**config.mk**
```make
export PLATFORM = sky130hd
export DESIGN_NAME = conv2_seq_ctrl
export DESIGN_NICKNAME = d
export VERILOG_FILES = /design/src/rtl/conv2_pkg.sv /design/src/rtl/conv2_win_addr.sv /design/src/rtl/conv2_seq_ctrl.sv
export SDC_FILE = /design/constraint.sdc
export NUM_CORES = 1
export LEC_CHECK = 0
export BUFFER_PORTS_ARGS = -buffer_cell sky130_fd_sc_hd__buf_2
export CORE_MARGIN = 2
export CORE_UTILIZATION = 60
export CTS_BUF_LIST = sky130_fd_sc_hd__clkbuf_8
export DETAILED_ROUTE_END_ITERATION = 16
export PLACE_DENSITY = 0.82
export SYNTH_ARGS = -nofsm -noshare
export SYNTH_HDL_FRONTEND = slang
export SYNTH_HIERARCHICAL = 1
export SYNTH_SLANG_ARGS = --single-unit
```
**constraint.sdc**
```tcl
create_clock -name clk -period 5.9 [get_ports clk]
set_input_delay 0.59 -clock clk [delete_from_list [all_inputs] [get_ports clk]]
set_output_delay 0.59 -clock clk [all_outputs]
set_load 0.05 [all_outputs]
```
**src/rtl/conv2_pkg.sv**
```systemverilog
// Shared constants, state encoding and tap-geometry helpers for the conv2 sequencer.
// Latency: none, declarations only.
// Backpressure: none, declarations only.
package conv2_pkg;

  // Default layer geometry.
  localparam int C2_IN_W  = 12;
  localparam int C2_IN_H  = 12;
  localparam int C2_K     = 5;
  localparam int C2_TAPS  = C2_K * C2_K;
  localparam int C2_OUT_W = C2_IN_W - C2_K + 1;
  localparam int C2_OUT_H = C2_IN_H - C2_K + 1;

  // Sequencer states; plain constants so the encoding matches older netlists.
  localparam logic [2:0] ST_IDLE  = 3'd0;
  localparam logic [2:0] ST_TAP   = 3'd1;
  localparam logic [2:0] ST_FLUSH = 3'd2;
  localparam logic [2:0] ST_EMIT  = 3'd3;
  localparam logic [2:0] ST_DONE  = 3'd4;

  // Kernel row of tap t (taps are numbered row-major across the window).
  function automatic int tap_ky(input int t, input int k);
    return t / k;
  endfunction

  // Kernel column of tap t.
  function automatic int tap_kx(input int t, input int k);
    return t % k;
  endfunction

endpackage

```
**src/rtl/conv2_win_addr.sv**
```systemverilog
// Window walker: kernel ky/kx and output row/col counters with an incrementally built read address.
// Latency: address and flags are registered and update on the edge after step/pixel_adv/clear.
// Backpressure: holds everything while neither step, pixel_adv nor clear is asserted.
module conv2_win_addr
  import conv2_pkg::*;
#(
  parameter int IN_W   = C2_IN_W,
  parameter int K      = C2_K,
  parameter int OUT_W  = C2_OUT_W,
  parameter int OUT_H  = C2_OUT_H,
  parameter int FM_AW  = 8,
  parameter int OUT_AW = 6
) (
  input  logic              clk,
  input  logic              n_reset,
  input  logic              step,
  input  logic              pixel_adv,
  input  logic              clear,
  output logic [FM_AW-1:0]  fm_rd_addr,
  output logic [OUT_AW-1:0] out_addr,
  output logic              first_tap,
  output logic              last_tap,
  output logic              last_pixel
);

  localparam int KW = $clog2(K);
  localparam int CW = $clog2(OUT_W);
  localparam int RW = $clog2(OUT_H);

  localparam logic [KW-1:0] KX_LAST = KW'(tap_kx(K * K - 1, K));
  localparam logic [KW-1:0] KY_LAST = KW'(tap_ky(K * K - 1, K));
  localparam logic [CW-1:0] C_LAST  = CW'(OUT_W - 1);
  localparam logic [RW-1:0] R_LAST  = RW'(OUT_H - 1);

  // From the last column of one kernel row to the first column of the next.
  localparam logic [FM_AW-1:0] KROW_STEP = FM_AW'(IN_W - K + 1);
  // From the last output column of one row to the first column of the next row.
  localparam logic [FM_AW-1:0] PROW_STEP = FM_AW'(K);

  logic [KW-1:0]     ky, kx;
  logic [CW-1:0]     col;
  logic [RW-1:0]     row;
  logic [FM_AW-1:0]  base;   // r*IN_W + c, address of tap 0 of the current pixel
  logic [FM_AW-1:0]  addr;
  logic [OUT_AW-1:0] oidx;

  // Advance the tap walk on each step and the pixel walk on each accepted pixel.
  always_ff @(posedge clk or negedge n_reset) begin
    if (!n_reset) begin
      ky   <= '0;
      kx   <= '0;
      col  <= '0;
      row  <= '0;
      base <= '0;
      addr <= '0;
      oidx <= '0;
    end else if (clear) begin
      ky   <= '0;
      kx   <= '0;
      col  <= '0;
      row  <= '0;
      base <= '0;
      addr <= '0;
      oidx <= '0;
    end else if (pixel_adv) begin
      ky   <= '0;
      kx   <= '0;
      oidx <= oidx + 1'b1;
      if (col == C_LAST) begin
        col  <= '0;
        row  <= row + 1'b1;
        base <= base + PROW_STEP;
        addr <= base + PROW_STEP;
      end else begin
        col  <= col + 1'b1;
        base <= base + 1'b1;
        addr <= base + 1'b1;
      end
    end else if (step) begin
      if (kx != KX_LAST) begin
        kx   <= kx + 1'b1;
        addr <= addr + 1'b1;
      end else begin
        kx <= '0;
        if (ky != KY_LAST) begin
          ky   <= ky + 1'b1;
          addr <= addr + KROW_STEP;
        end else begin
          // Window complete; park on tap 0 of the same pixel until it is emitted.
          ky   <= '0;
          addr <= base;
        end
      end
    end
  end

  assign fm_rd_addr = addr;
  assign out_addr   = oidx;
  assign first_tap  = (ky == '0) && (kx == '0);
  assign last_tap   = (ky == KY_LAST) && (kx == KX_LAST);
  assign last_pixel = (row == R_LAST) && (col == C_LAST);

endmodule

```
**src/rtl/conv2_seq_ctrl.sv**
```systemverilog
// conv2 layer sequencer: 25 tap steps per output pixel, MAC drain, then valid/ready hand-off.
// Latency: 25 + MAC_LAT + 1 cycles per pixel without stalls; DONE follows the last accepted pixel.
// Backpressure: fm_valid low freezes the tap walk; out_ready low holds out_valid/out_addr in EMIT.
module conv2_seq_ctrl
  import conv2_pkg::*;
#(
  parameter int IN_W    = C2_IN_W,
  parameter int IN_H    = C2_IN_H,
  parameter int K       = C2_K,
  parameter int MAC_LAT = 2,
  parameter int FM_AW   = 8,
  parameter int OUT_AW  = 6
) (
  input  logic              clk,
  input  logic              n_reset,
  input  logic              go,
  input  logic              fm_valid,
  output logic              fm_rd_en,
  output logic [FM_AW-1:0]  fm_rd_addr,
  output logic              kern_start,
  output logic              kern_ready,
  output logic              acc_clr,
  output logic              acc_en,
  output logic              out_valid,
  output logic [OUT_AW-1:0] out_addr,
  input  logic              out_ready,
  output logic              busy,
  output logic              done
);

  localparam int OUT_W = IN_W - K + 1;
  localparam int OUT_H = IN_H - K + 1;
  localparam int LW    = (MAC_LAT > 1) ? $clog2(MAC_LAT) : 1;

  logic [2:0]    state, state_nxt;
  logic [LW-1:0] lat_cnt;
  logic          step, xfer, pixel_adv, clear_cnt, lat_last;
  logic          first_tap, last_tap, last_pixel;

  // A tap only counts when the feature-map word is present, keeping the ROM count aligned.
  assign step      = (state == ST_TAP) && fm_valid;
  assign xfer      = (state == ST_EMIT) && out_ready;
  assign pixel_adv = xfer && !last_pixel;
  assign clear_cnt = xfer && last_pixel;
  assign lat_last  = (lat_cnt == LW'(MAC_LAT - 1));

  // Next-state selection.
  always_comb begin
    state_nxt = state;
    case (state)
      ST_IDLE:  if (go) state_nxt = ST_TAP;
      ST_TAP:   if (step && last_tap) state_nxt = ST_FLUSH;
      ST_FLUSH: if (lat_last) state_nxt = ST_EMIT;
      ST_EMIT:  if (out_ready) state_nxt = last_pixel ? ST_DONE : ST_TAP;
      ST_DONE:  state_nxt = ST_IDLE;
      default:  state_nxt = ST_IDLE;
    endcase
  end

  // State register.
  always_ff @(posedge clk or negedge n_reset) begin
    if (!n_reset) state <= ST_IDLE;
    else          state <= state_nxt;
  end

  // Counts the MAC pipeline drain cycles after the last tap.
  always_ff @(posedge clk or negedge n_reset) begin
    if (!n_reset)                lat_cnt <= '0;
    else if (state != ST_FLUSH)  lat_cnt <= '0;
    else if (lat_last)           lat_cnt <= '0;
    else                         lat_cnt <= lat_cnt + 1'b1;
  end

  conv2_win_addr #(
    .IN_W   (IN_W),
    .K      (K),
    .OUT_W  (OUT_W),
    .OUT_H  (OUT_H),
    .FM_AW  (FM_AW),
    .OUT_AW (OUT_AW)
  ) u_win (
    .clk        (clk),
    .n_reset    (n_reset),
    .step       (step),
    .pixel_adv  (pixel_adv),
    .clear      (clear_cnt),
    .fm_rd_addr (fm_rd_addr),
    .out_addr   (out_addr),
    .first_tap  (first_tap),
    .last_tap   (last_tap),
    .last_pixel (last_pixel)
  );

  // Outputs decode from the state register so reset clears them without waiting for a clock.
  assign kern_start = (state == ST_TAP);
  assign fm_rd_en   = (state == ST_TAP);
  assign kern_ready = step;
  assign acc_en     = step;
  assign acc_clr    = step && first_tap;
  assign out_valid  = (state == ST_EMIT);
  assign busy       = (state != ST_IDLE);
  assign done       = (state == ST_DONE);

endmodule

```
Yosys cells after proc, flatten, opt, wreduce, memory -nomap -nowiden
Cells that the tools add are included.
{ "word_totals": {"elab_cells": 88, "in_bits": 5, "output_inout_bits": 22, "reg_bits": 38} }
{ "classes": {"n_reduce_logical": 20, "mux": 33, "n_eq_ne": 16, "add_sub_neg": 10} }
{ "op_table": {"columns": ["op", "n"], "rows": [
  ["8-bit 2-to-1 mux", 8],
  ["3-bit 2-to-1 mux", 20],
  ["8-bit by 1-bit adder with 8-bit output, second input constant", 2],
  ["3-bit == test, second input constant", 5],
  ["3-bit by 1-bit adder with 3-bit output, second input constant", 4],
  ["6-bit 2-to-1 mux", 2],
  ["3-bit one-hot mux with 4 select lines", 1],
  ["1-bit logical AND", 9],
  ["3-bit logical NOT", 3],
  ["3-bit inequality test, second input constant", 3],
  ["8-bit by 3-bit adder with 8-bit output, second input constant", 1],
  ["8-bit by 4-bit adder with 8-bit output, second input constant", 1],
  ["6-bit by 1-bit adder with 6-bit output, second input constant", 1],
  ["3-bit by 2-bit == test with 1-bit output, second input constant", 2],
  ["3-bit nonzero test", 2],
  ["2-bit by 1-bit inequality test with 1-bit output, second input constant", 2],
  ["2-bit inequality test, second input constant", 2],
  ["2-bit AND reduction", 2],
  ["4-bit AND reduction", 1],
  ["2-bit nonzero test", 2],
  ["3-bit by 1-bit == test with 1-bit output, second input constant", 1],
  ["3-bit by 2-bit inequality test with 1-bit output, second input constant", 1],
  ["1-bit 2-to-1 mux", 2],
  ["1-bit adder, second input constant", 1],
  ["1-bit logical NOT", 1]
]} }

Depth between registers and ports, before layout
{ "logic_depth": {"ltp_word": 6, "ltp_mapped": 9, "depth_no_buf": 8} }

Hierarchy
Netlist, hierarchy kept.
{ "modules_own_cells": {"columns": ["mod", "cells_each", "n_inst", "area_per_inst_um2", "seq_area_each_um2"], "rows": [
  ["conv2_win_addr", 223, 1, 2075.7, 850.8],
  ["conv2_seq_ctrl", 27, 1, 267.8, 100.1]
]} }

Worst setup path after synthesis
OpenSTA, ideal clock, no wires.
{ "synth_timing": {"kind": "reg2out", "from": "reg state[1]", "to": "out kern_start", "required_ps": 5310, "stages_incl_launch_ff": 4, "arrival_ps": 2089, "setup_slack_ps": 3221, "n_path_buf": 2, "cell_sequence": "dfrtp_1 -> buf_6 -> nor3b_1 -> buf_4"} }
{ "synth_via": {"elab_chain_cells": 1} }
{ "synth_rtl": {"columns": ["item", "line", "rtl"], "rows": [
  ["start: declaration", "conv2_seq_ctrl.sv:35", "logic [2:0] state, state_nxt;"],
  ["start signal: assignment", "conv2_seq_ctrl.sv:63", "else state <= state_nxt;"],
  ["3-bit by 1-bit == test with 1-bit output", null, null],
  ["end: declaration", "conv2_seq_ctrl.sv:20", "output logic kern_start,"]
]} }
Every way passes these cells.

Worst setup path in the final report
{ "layout_timing": {"from": "reg state[1]", "to": "out acc_clr"} }
{ "layout_via": {"elab_chain_cells": 3} }
{ "layout_rtl": {"columns": ["item", "line", "rtl"], "rows": [
  ["3-bit by 1-bit == test with 1-bit output", "conv2_seq_ctrl.sv:41", "assign step = (state == ST_TAP) && fm_valid;"],
  ["1-bit logical AND", "conv2_seq_ctrl.sv:41", null],
  ["1-bit logical AND", "conv2_seq_ctrl.sv:99", "assign acc_clr = step && first_tap;"],
  ["end: declaration", "conv2_seq_ctrl.sv:22", "output logic acc_clr,"]
]} }
Every way passes these cells.

==> impl_metrics.json <==
{
  "seqCellArea_um2": 951,
  "grt_pass1_wl_um": 8070,
  "drt_iter0_drc": 122,
  "ys.flop_type": "dfrtp_1",
  "clk_path_buf_depth": 2,
  "total_power_w": 0.000883,
  "crit_buf_inv": 1,
  "cts_sinks": 38,
  "synthArstFlopShare_pct": 100,
  "yosysUniqueCellTypes": 52,
  "yosysTopAreaCellShare_pct": 40.6,
  "syn-instance-count": 250,
  "syn-cell-area_mm2": 0.00234,
  "std_cell_rows": 22,
  "via_count": 1851,
  "path_delay_family": "simple AND/OR/NAND/NOR gates",
  "die_h_um": 66.5,
  "hold_ws_ns": 0.391,
  "core_area_mm2": 0.00372,
  "cts.repair.resized": 0,
  "syn_nets": 268,
  "die_w_um": 66.5,
  "fin_crit_sh_pct": 46.2,
  "cts_root_buf": "clkbuf_8",
  "synthTopCellsByCount": "dfrtp_1 (38), nor2_1 (28), nand2_1 (21)",
  "synthTopCellsByArea": "dfrtp_1 (41%), ha_1 (6.9%), nor2_1 (4.5%)",
  "h-tree-depth": 2,
  "worst_path_max_delay_cell": "and3b_1",
  "worstSkewPairLatency_ns": 0.29,
  "nFillCells": 329,
  "fin_nets": 285,
  "p_leak_nw": 1.23,
  "yosysMostFrequentCell": "dfrtp_1",
  "multi_input_area_mm2": 0.00128,
  "wl_per_cell_um": 14.6,
  "postCtsHoldBufs": 0,
  "synth-seq-cells": 38,
  "dp_hpwl_um": 3150,
  "layout_min_cycle_time_ns": 2.72,
  "synth-warning-count": 6,
  "syn_area_per_cell_um2": 9.37,
  "area_delta_synth_final_pct": 7.85,
  "yosysTopAreaCell": "dfrtp_1",
  "vdd_ir_drop_max_mv": 0.186,
  "place_inst": 308,
  "finClkSkew_ns": 0.00543,
  "fin_setup_tns_ns": 0,
  "worst_setup_path_end_kind": "output port",
  "path_max_fanout": 24,
  "power.density_mw_per_mm2": 349,
  "die_area_mm2": 0.00442,
  "timing_worst_setup_path_type": "reg2out",
  "antenna_found_initial": 0,
  "cts_buffers": 5,
  "worst_pin_slew_ns": 0.867,
  "critPathRequiredTime_ns": 5.31,
  "gp_congestion": 0.882,
  "grt.overflow.total": 0,
  "pre_cts_ws_ns": 3.31,
  "routed_wl_um": 4590,
  "arrival_ns": 2.13,
  "via_per_inst": 5.89,
  "seq_area_frac_synth_pct": 40.6,
  "cts_tree": "built",
  "track_usage_pct": 24.0,
  "port_buffers": 26,
  "initial_core_util_pct": 63.1,
  "finalSetupViolations": 0,
  "outcome": "finished, final reports clean",
  "stdcell_count": 314,
  "ant_nets": 0,
  "io_pins": 27,
  "first_global_vias": 1704,
  "drt_pass1_iterations": 4,
  "drc": 0,
  "slowest_delay_ns": 0.70,
  "diodes": 0,
  "cp-start-kind": "flip-flop",
  "slew_headroom_pct": 42.2,
  "max_freq_mhz": 367,
  "rsz0062_at_grt": "no",
  "fin_ws_ns": 3.18,
  "drv_cap": 0,
  "hold_violations": 0,
  "cp_cell_sequence": "nor2b_4 -> and3b_1 -> and2_1 -> buf_2",
  "clkTransAtPathRegs_ns": 0.07,
  "post-cts-setup-buffers": 0,
  "hp-class": "in2async",
  "grt_max_degree": 39,
  "maxSlewViolCount": 0,
  "synth_edf_count": 0,
  "layout-drive-gt1-share_pct": 16.9
}
==> path summary, 6_finish.rpt <==
kind                         startpoint             endpoint  cells past startpoint  slack (ns)
min                             n_reset          u_win/ky[1]                      1        0.39
max reg2reg                u_win/col[0]  u_win/fm_rd_addr[2]                      7        3.29
max                            state[1]              acc_clr                      4        3.18
min reg2reg                     lat_cnt              lat_cnt                      1        0.43
max in group asynchronous       n_reset  u_win/fm_rd_addr[5]                      1        4.96
min in group clk                lat_cnt              lat_cnt                      1        0.43
==> area by class of cell <==
| cell class | instances | share of cell area (%) |
|---|---|---|
| Multi-Input combinational cell | 190 | 50.5 |
| Timing Repair Buffer | 27 | 5.45 |
| Inverter | 5 | 0.743 |
| Clock buffer | 6 | 3.27 |
| Tap cell | 48 | 2.38 |
| Sequential cell | 38 | 37.6 |
==> power breakdown <==
part           switching [W]  internal, W  total [W]
combinational       0.000214     0.000121   0.000335
sequential         0.0000639     0.000308   0.000372
clock              0.0000861    0.0000901   0.000176
==> logic make-up after synthesis <==
family,after synthesis,share of synthesized area [%]
xor+xnor,16,5.98
fa+ha+maj,13,6.94
flops,38,40.6
compound gates,52,15.7
simple gates,101,22.3
mux,8,3.47
buf+inv,22,5.02
==> state kept, by name, summed over array words and instances, names as in the netlist <==
signal / cells
u_win/col: 3
u_win/out_addr: 6
u_win/row: 3
lat_cnt: 1
u_win/fm_rd_addr: 8
u_win/base: 8
u_win/ky: 3
state: 3
u_win/kx: 3
==> metrics by stage <==
stage | instance area [um2] | utilization (%)
floorplan | 2340 | -
global placement | 2440 | 65.8
detailed placement | 2440 | 65.8
CTS | 2530 | 68.0
global route | 2530 | 68.0
finish | 2530 | 68.0
==> metal layers <==
layer,global-route usage (%),wire length [um],part of all wire [%],up-vias
li1,-,-,-,919
met3,5.24,215,4.7,8
met1,33.3,2160,47,878
met4,8.93,77,1.7,0
met5,0,0,0,-
met2,36.8,2140,47,46
==> layout by cell type, fill, tap and decap left out, drive strengths merged, types with 2 or more instances in the layout <==
| master | instances |
|---|---|
| nor3b | 3 |
| a211oi | 4 |
| nor3 | 4 |
| xnor2 | 7 |
| nand2b | 3 |
| or3 | 4 |
| xor2 | 9 |
| o21ai | 10 |
| mux2i | 7 |
| nor2b | 5 |
| clkbuf | 6 |
| and3 | 6 |
| a31oi | 2 |
| inv | 5 |
| dfrtp | 38 |
| a32o | 5 |
| nor2 | 28 |
| and3b | 2 |
| and2 | 4 |
| nand3 | 9 |
| ha | 13 |
| buf | 27 |
| o32ai | 3 |
| nand4 | 6 |
| a21oi | 16 |
| o21a | 3 |
| nand2 | 23 |
No activity file was read; power rests on OpenSTA's default activity.
